`src/rtl/map_columns_scan_pkg.sv`:
```
// Shared defaults and FSM state encoding for the column/row mapping blocks
// (map_columns_scan, mapTopandBottom, draw).
package map_pkg;

  localparam int X_W_DEF       = 8;
  localparam int Y_W_DEF       = 7;
  localparam int X_RES_DEF     = 160;
  localparam int ADDR_W_DEF    = 15;
  localparam int COL_W_DEF     = 3;
  localparam int THRESHOLD_DEF = 0;

  typedef enum logic [3:0] {
    ST_IDLE     = 4'd0,
    ST_INIT     = 4'd1,
    ST_R_ISSUE  = 4'd2,
    ST_R_WAIT   = 4'd3,
    ST_R_CHECK  = 4'd4,
    ST_L_ISSUE  = 4'd5,
    ST_L_WAIT   = 4'd6,
    ST_L_CHECK  = 4'd7,
    ST_NEXT_ROW = 4'd8,
    ST_FINISH   = 4'd9
  } scan_state_e;

endpackage

```
`src/rtl/map_columns_scan_pix_addr_calc.sv`:
```
// Row-major frame-buffer address: addr = y*X_RES + x (purely combinational).
import map_pkg::*;

module pix_addr_calc #(
  parameter int X_W    = X_W_DEF,
  parameter int Y_W    = Y_W_DEF,
  parameter int X_RES  = X_RES_DEF,
  parameter int ADDR_W = ADDR_W_DEF
) (
  input  logic [X_W-1:0]    x,
  input  logic [Y_W-1:0]    y,
  output logic [ADDR_W-1:0] addr
);

  // linear address of pixel (x, y)
  always_comb begin
    addr = ADDR_W'(y) * ADDR_W'(X_RES) + ADDR_W'(x);
  end

endmodule

```
`src/rtl/map_columns_scan.sv`:
```
// Finds left/right extents of a bright shape over a row band, scanning outward from midPix.
// Optional abort input enabled by defining MAP_COLUMNS_SCAN_ABORT_EN.
import map_pkg::*;

module map_columns_scan #(
  parameter int X_W       = X_W_DEF,
  parameter int Y_W       = Y_W_DEF,
  parameter int X_RES     = X_RES_DEF,
  parameter int ADDR_W    = ADDR_W_DEF,
  parameter int COL_W     = COL_W_DEF,
  parameter int THRESHOLD = THRESHOLD_DEF,
  parameter int RD_LAT    = 1
) (
  input  logic              clk,
  input  logic              reset,
  input  logic              go,
`ifdef MAP_COLUMNS_SCAN_ABORT_EN
  input  logic              abort,
`endif
  input  logic [Y_W-1:0]    mostTop,
  input  logic [Y_W-1:0]    mostBottom,
  input  logic [X_W-1:0]    midPix,
  output logic [ADDR_W-1:0] mem_addr,
  input  logic [COL_W-1:0]  mem_q,
  output logic              busy,
  output logic              done,
  output logic [X_W-1:0]    mostLeft,
  output logic [X_W-1:0]    mostRight,
  output logic              bad_range
);

  localparam logic [X_W:0]   XRES_EXT = (X_W+1)'(X_RES);
  localparam logic [X_W-1:0] XMAX     = X_W'(X_RES - 1);
  localparam logic [X_W-1:0] X_ONE    = X_W'(1);
  localparam logic [X_W-1:0] X_ZERO   = X_W'(0);
  localparam logic [Y_W-1:0] Y_ONE    = Y_W'(1);
  localparam logic [1:0]     LAT_M1   = 2'(RD_LAT - 1);

  scan_state_e       state_q, state_d;
  logic [X_W-1:0]    x_q, x_d, mid_q, mid_d, left_q, left_d, right_q, right_d;
  logic [Y_W-1:0]    y_q, y_d, top_q, top_d, bot_q, bot_d;
  logic [1:0]        wait_q, wait_d;
  logic [ADDR_W-1:0] mem_addr_q, mem_addr_d, addr_s;
  logic              busy_q, busy_d, done_q, done_d, bad_q, bad_d;
  logic              issue_s, dark_s, bad_s;

  pix_addr_calc #(.X_W(X_W), .Y_W(Y_W), .X_RES(X_RES), .ADDR_W(ADDR_W)) u_addr (
    .x    (x_d),
    .y    (y_q),
    .addr (addr_s)
  );

  // next-state and datapath update
  always_comb begin
    state_d    = state_q;
    x_d        = x_q;
    y_d        = y_q;
    top_d      = top_q;
    bot_d      = bot_q;
    mid_d      = mid_q;
    wait_d     = wait_q;
    left_d     = left_q;
    right_d    = right_q;
    bad_d      = bad_q;
    busy_d     = busy_q;
    done_d     = 1'b0;
    issue_s    = 1'b0;
    dark_s     = (mem_q <= COL_W'(THRESHOLD));
    bad_s      = (top_q > bot_q) || ({1'b0, mid_q} >= XRES_EXT);
    case (state_q)
      ST_IDLE: begin
        if (go) begin
          top_d   = mostTop;
          bot_d   = mostBottom;
          mid_d   = midPix;
          busy_d  = 1'b1;
          state_d = ST_INIT;
        end else begin
          state_d = ST_IDLE;
        end
      end
      ST_INIT: begin
        y_d   = top_q;
        bad_d = bad_s;
        if ({1'b0, mid_q} >= XRES_EXT) begin
          left_d  = XMAX;
          right_d = XMAX;
        end else begin
          left_d  = mid_q;
          right_d = mid_q;
        end
        state_d = bad_s ? ST_FINISH : ST_R_ISSUE;
      end
      ST_R_ISSUE: begin
        if (mid_q == XMAX) begin
          state_d = ST_L_ISSUE;
        end else begin
          x_d     = mid_q + X_ONE;
          issue_s = 1'b1;
          wait_d  = LAT_M1;
          state_d = ST_R_WAIT;
        end
      end
      ST_R_WAIT, ST_L_WAIT: begin
        if (wait_q == 2'd0) begin
          state_d = (state_q == ST_R_WAIT) ? ST_R_CHECK : ST_L_CHECK;
        end else begin
          wait_d = wait_q - 2'd1;
        end
      end
      ST_R_CHECK: begin
        if (dark_s) begin
          right_d = ((x_q - X_ONE) > right_q) ? (x_q - X_ONE) : right_q;
          state_d = ST_L_ISSUE;
        end else if (x_q == XMAX) begin
          right_d = XMAX;
          state_d = ST_L_ISSUE;
        end else begin
          x_d     = x_q + X_ONE;
          issue_s = 1'b1;
          wait_d  = LAT_M1;
          state_d = ST_R_WAIT;
        end
      end
      ST_L_ISSUE: begin
        if (mid_q == X_ZERO) begin
          state_d = ST_NEXT_ROW;
        end else begin
          x_d     = mid_q - X_ONE;
          issue_s = 1'b1;
          wait_d  = LAT_M1;
          state_d = ST_L_WAIT;
        end
      end
      ST_L_CHECK: begin
        if (dark_s) begin
          left_d  = ((x_q + X_ONE) < left_q) ? (x_q + X_ONE) : left_q;
          state_d = ST_NEXT_ROW;
        end else if (x_q == X_ZERO) begin
          left_d  = X_ZERO;
          state_d = ST_NEXT_ROW;
        end else begin
          x_d     = x_q - X_ONE;
          issue_s = 1'b1;
          wait_d  = LAT_M1;
          state_d = ST_L_WAIT;
        end
      end
      ST_NEXT_ROW: begin
        // stop early once the shape already spans the full width
        if ((y_q == bot_q) || ((left_q == X_ZERO) && (right_q == XMAX))) begin
          state_d = ST_FINISH;
        end else begin
          y_d     = y_q + Y_ONE;
          state_d = ST_R_ISSUE;
        end
      end
      ST_FINISH: begin
        done_d  = 1'b1;
        busy_d  = 1'b0;
        state_d = ST_IDLE;
      end
      default: begin
        busy_d  = 1'b0;
        state_d = ST_IDLE;
      end
    endcase
`ifdef MAP_COLUMNS_SCAN_ABORT_EN
    if (abort && busy_q) begin
      state_d = ST_IDLE;
      busy_d  = 1'b0;
      done_d  = 1'b1;
      bad_d   = 1'b1;
    end else begin
      bad_d = bad_d;
    end
`endif
    mem_addr_d = issue_s ? addr_s : mem_addr_q;
  end

  // state and datapath registers
  always_ff @(posedge clk or posedge reset) begin
    if (reset) begin
      state_q    <= ST_IDLE;
      x_q        <= '0;
      y_q        <= '0;
      top_q      <= '0;
      bot_q      <= '0;
      mid_q      <= '0;
      wait_q     <= 2'd0;
      left_q     <= '0;
      right_q    <= '0;
      bad_q      <= 1'b0;
      busy_q     <= 1'b0;
      done_q     <= 1'b0;
      mem_addr_q <= '0;
    end else begin
      state_q    <= state_d;
      x_q        <= x_d;
      y_q        <= y_d;
      top_q      <= top_d;
      bot_q      <= bot_d;
      mid_q      <= mid_d;
      wait_q     <= wait_d;
      left_q     <= left_d;
      right_q    <= right_d;
      bad_q      <= bad_d;
      busy_q     <= busy_d;
      done_q     <= done_d;
      mem_addr_q <= mem_addr_d;
    end
  end

  assign mem_addr  = mem_addr_q;
  assign busy      = busy_q;
  assign done      = done_q;
  assign mostLeft  = left_q;
  assign mostRight = right_q;
  assign bad_range = bad_q;

endmodule
```
`config.mk`:
```
export PLATFORM = sky130hd
export DESIGN_NAME = map_columns_scan
export DESIGN_NICKNAME = d
export VERILOG_FILES = /design/src/rtl/map_columns_scan_pkg.sv /design/src/rtl/map_columns_scan_pix_addr_calc.sv /design/src/rtl/map_columns_scan.sv
export SDC_FILE = /design/constraint.sdc
export NUM_CORES = 1
export LEC_CHECK = 0
export BUFFER_PORTS_ARGS = -buffer_cell sky130_fd_sc_hd__buf_2
export CAP_MARGIN = 20
export CORE_ASPECT_RATIO = 0.9
export CORE_UTILIZATION = 60
export DETAILED_ROUTE_END_ITERATION = 8
export PLACE_DENSITY = 0.84
export SYNTH_ARGS = -nofsm -noshare
export SYNTH_HDL_FRONTEND = slang
export SYNTH_SLANG_ARGS = --single-unit
```
`constraint.sdc`:
```
create_clock -name clk -period 4.35 [get_ports clk]
set_clock_uncertainty 0.2 [all_clocks]
set_input_delay 0.2175 -clock clk [delete_from_list [all_inputs] [get_ports clk]]
set_output_delay 0.2175 -clock clk [all_outputs]
set_load 0.05 [all_outputs]
```
# [Yosys cells after proc, flatten, opt, wreduce, memory -nomap -nowiden]
# Cells that the tools add are included.
[totals] input_bits=28 wordCells=122 reg_bits=77
[classes] reduce_logical=20 mul=1 n_lt_le_gt_ge=5 eq_ne=27 n_mux=48 addsub=7 bitwise=1
[ops] op="$mux 8" count=13
[ops] op="$pmux 4 s8" count=1
[ops] op="$pmux 8 s2" count=2
[ops] op="$pmux 8 s4" count=1
[ops] op="$eq 8x8->1 const B" count=3
[ops] op="$logic_not 8->1" count=3
[ops] op="$mux 4" count=6
[ops] op="$ne 2x2->1 const B" count=10
[ops] op="$add 8x1->8 const B" count=2
[ops] op="$eq 4x3->1 const B" count=4
[ops] op="$mux 2" count=8
[ops] op="$sub 8x1->8 const B" count=2
[ops] op="$add 15x8->15" count=1
[ops] op="$pmux 7 s2" count=1
[ops] op="$ne 3x3->1 const B" count=4
[ops] op="$mul 7x3->10 const B" count=1
[ops] op="$pmux 2 s5" count=1
[ops] op="$mux 1" count=9
[ops] op="$mux 3" count=3
[ops] op="$eq 4x2->1 const B" count=2
[ops] op="$eq 4x4->1 const B" count=2
[ops] op="$ge 8x8->1 const B" count=1
[ops] op="$gt 8x8->1" count=1
[ops] op="$lt 8x8->1" count=1
[ops] op="other kinds (21)" count=27

# [Depth between registers and ports, before layout]
[depth] word_depth=5 mapped_depth=18 depth_no_buf=17

# [Modules after synthesis]
# Synthesis repeated with hierarchy kept, for this count alone.
[unflattened] cells_unflattened=597 hier_area_um2=5693.0
[modules_own_cells] module="map_columns_scan" seq_area_each_um2=1926.8 n_inst=1 cells_per_inst=532 area_each_um2=5158.7
[modules_own_cells] module="pix_addr_calc" seq_area_each_um2=0.0 n_inst=1 cells_per_inst=65 area_each_um2=534.3

# [Worst setup path after synthesis]
# Ideal clock, no wire load.
[synth_path] path_kind="flip-flop to flip-flop" from="reg state_q[3]" to="reg mem_addr_q[13] (netlist: mem_addr[13])" setup_ns=0.083 period_less_slack_ns=3.527 path_stages_with_launch=16 path_buffers=1 t_arrival_ns=3.244 required_time_ns=4.067 slack_ns=0.823 cell_sequence="dfrtp_1 -> buf_2 -> or4b_1 -> a31oi_1 -> a221oi_1 -> a21oi_1 -> a21o_1 -> ha_1 -> inv_1 -> fa_1 -> nor2b_1 -> o21ai_0 -> nor3_1 -> nand3_1 -> xor2_1 -> o21ai_0"
[synth_between] elab_chain_cells=3 word_cells_on_any_way=7
[synth_lines] element="from (decl)" line_no="map_columns_scan.sv:39" source="scan_state_e state_q, state_d;"
[synth_lines] element="from (signal assigned)" line_no="map_columns_scan.sv:198" source="state_q <= state_d;"
[synth_lines] element="$eq 4x3->1 or $eq 4x2->1 (tied branches)" line_no="map_columns_scan.sv:70" source="case (state_q)"
[synth_lines] element="$pmux 8 s4 (*)" line_no="map_columns_scan.sv:70"
[synth_lines] element="via u_addr.x[5]" line_no="map_columns_scan_pix_addr_calc.sv:10" source="input logic [X_W-1:0] x,"
[synth_lines] element="$add 15x8->15 (*)" line_no="map_columns_scan_pix_addr_calc.sv:17" source="addr = ADDR_W'(y) * ADDR_W'(X_RES) + ADDR_W'(x);"
[synth_lines] element="to (signal assigned)" line_no="map_columns_scan.sv:210" source="mem_addr_q <= mem_addr_d;"
[synth_lines] element="to (decl)" line_no="map_columns_scan.sv:43" source="logic [ADDR_W-1:0] mem_addr_q, mem_addr_d, addr_s;"
# The timed path passes the listed nets; every way through them passes the cells marked *.
# A chain may end at the register's enable or synchronous reset.

# [Worst setup path in the final report]
[layout_path] from="reg state_q[1]" to="reg mem_addr_q[13] (netlist: mem_addr[13])"
# The elaborated chain is that of the path after synthesis.

==> impl_metrics.csv <==
group,metric,value,unit
run_status,outcome,"completed",
layout,seq_area,0.00193,sq mm
min_path,min_path_type,"input pin to register",
drt,postRouteAntennaNets,0,
drt,drtPass1Iterations,5,
sta,tns,0,ps
sta,rsz0062_at_grt,"false",
clocking,clkTransAtPathRegs,90,ps
synth,yosysTopAreaCellShare,34.8,%
grt,grt_max_degree,44,
sta,setup_viol,0,
layout,post_route_cells_drive_above_1_share,19.8,%
clocking,cts-root-buf,"clkbuf_8",
sta,post-route-period-util,93.1,%
sta,slew_headroom,30.3,%
drt,dr.first_iter.drc_count,322,
placed_design,hpwl,11.1,mm
critical_path,cpPeakStageDelay,680,ps
die,die_x,103,um
die,start_util,63.1,%
clocking,tritoncts,"built",
critical_path,critPathTopFamily,"compound AO/OA/AOI/OAI gates",
layout,final_cell_mix,"dfrtp_1, buf_2, inv_1",
critical_path,end_kind,"register",
layout,area_delta_synth_final,15.0,%
synth,synth_area_leader_cell,"dfrtp_1",
synth,seq_area_frac_synth,34.8,%
die,core,0.00877,sq mm
grt,grt_overflow_total,0,
critical_path,crit_type,"register to register",
clocking,clock_latency,370,ps
critical_path,crit_required,4440,ps
die,dieArea,0.00961,sq mm
layout,nets,754,
critical_path,path_buf_inv,1,
sta,finalHoldViolCount,0,
flow_run,max_cap_violations,0,
clocking,postCtsSetupRepairBufs,0,
clocking,cts_htree_levels,3,
synth,yosys_warnings,0,
grt,grt_pass1_vias,4767,
grt,use_met3,5.68,%
synth,synth_area_leaders,"dfrtp_1, ha_1, mux2_2",
grt,use_met2,56.3,%
die,placementRows,32,
placed_design,gp_congestion,0.977,
drt,wl_per_cell,18.7,um
clocking,cts.sinks,77,
drt,wl,15.0,mm
critical_path,r2r_setup_slack,300,ps
synth,ys.flop_type,"dfrtp_1",
grt,antenna_found_initial,0,
synth,synthDistinctLibCells,79,
layout,multi_input_area,0.00328,sq mm
synth,async_flop_share,100,%
synth,syn_inst,605,
drt,drc_errors,0,
die,dieHeight,93.1,um
grt,grt_pass1_wl,23.7,mm
layout,fillers,653,
sta,final_max_slew_viol_count,0,
critical_path,cp_data_arrival_time,4140,ps
synth,ys_seq_elements,77,
die,io_pins,62,
clocking,postCtsHoldBufs,24,
synth,syn_area_per_cell,9.15,sq um
layout,post-route-cell-area,0.00636,sq mm
critical_path,worst_path_most_repeated_cell,"o21ai_0",
critical_path,cp-start-kind,"register",
layout,fin_cells,806,
synth,synth-edff-count,0,
clocking,clock_path_buffers,2,
sta,fin_crit,4050,ps
layout,num_antenna_cells,0,
grt,track_usage,32.8,%
grt,grtUsageMet1,40.1,%
placed_design,io_buffers,61,
drt,vias_per_cell,6.09,
synth,syn_nets,677,
layout,final_core_util,72.6,%
clocking,cts-resized-gates,0,
placed_design,dp.cells,766,
layout,final_common_cell,"dfrtp_1",
placed_design,placed_area,0.00592,sq mm
synth,syn-cell-area,0.00553,sq mm
grt,gr-max-usage-layer,"met2",
sta,worst_slew_pin_slew,1040,ps
clocking,cts_buffers,9,
critical_path,path_cells,"or4b_1, a31oi_1, a221oi_1, a21oi_1, a21o_1, ha_1, inv_1, fa_1, nor2b_1, o21ai_0, nor3_1, nand3_1, xor2_1, o21ai_0",
critical_path,crit_fanout,20,
critical_path,cp_slowest_cell,"dfrtp_1",
drt,vias,4905,
sta,max_freq,0.247,GHz
[metrics by stage]
step / worst slack (ps) / hold WS, ps
6_report: 299 / 226
5_1_grt: 2.59 / 275
4_1_cts: 329 / 212
3_5_place_dp: 349 / 189
3_3_place_gp: 462 / 172
2_1_floorplan: 823 / 168
[sequential cells by signal, summed over array words and instances (netlist names), 7 cells and up]
register,cells
x_q,8
top_q,7
mostLeft,8
mid_q,8
y_q,7
bot_q,7
mostRight,8
mem_addr,15
[cells by family (layout without fill, tap and decap cells)]
group	after synthesis	count (layout)	share of synthesized area, %
simple gates	182	182	18.1
fa+ha+maj	44	44	10.2
compound gates	148	148	17.8
flops	77	77	34.8
mux	35	35	6.96
buf+inv	80	162	5.97
xor+xnor	39	39	6.17
[routing by layer]
layer | wire [um] | share of wire (%) | vias to the layer above
met1 | 6200 | 41 | 2381
met3 | 846 | 5.6 | 41
met4 | 531 | 3.5 | 0
met5 | 0 | 0 | -
li1 | - | - | 2314
met2 | 7460 | 50 | 169
[cell type report]
class	count	area share [%]
Sequential cell	77	30.3
Inverter	51	3.01
Clock buffer	11	2.22
Clock inverter	5	0.924
Timing Repair Buffer	95	9.75
Multi-Input combinational cell	448	51.5
Tap cell	119	2.34
[Yosys cell counts (3+ instances only)]
library cell,instances
ha_1,42
a211oi_1,4
nor3_1,10
buf_2,12
o21ai_0,30
a21oi_1,43
xnor2_1,18
or3_1,7
a21o_1,10
nand3b_1,4
nand3_1,21
dfrtp_1,77
nor4_1,5
nand2b_1,7
a31oi_1,7
clkbuf_1,13
nor2b_1,5
and3_1,3
mux2i_1,7
o21ai_1,3
o22ai_1,6
nor2_1,39
inv_1,51
o21a_1,5
nor3b_1,5
mux2_2,28
xor2_1,21
o31ai_1,4
nand2_1,44
nand4_1,7
a22oi_1,4
[tightest hold or removal path, stage by stage]
cell	delay [ps]
buf_2	100
nor3_2	40
buf_4	160
a21oi_1	150
o31ai_1	90
[final timing paths]
| check | from | end | cells past startpoint |
|---|---|---|---|
| setup reg to reg | state_q[1] | mem_addr[13] | 14 |
| setup / recovery | state_q[1] | mem_addr[13] | 14 |
| hold / removal | mem_q[2] | mostLeft[1] | 5 |
| hold reg to reg | mem_addr[3] | mem_addr[3] | 2 |
| max in group asynchronous | reset | wait_q[1] | 4 |
| min in group asynchronous | reset | mem_addr[12] | 3 |
Power is left out: the tool's default activity adds up to more than one toggle a clock period on the data nets, which glitch-free logic cannot reach.
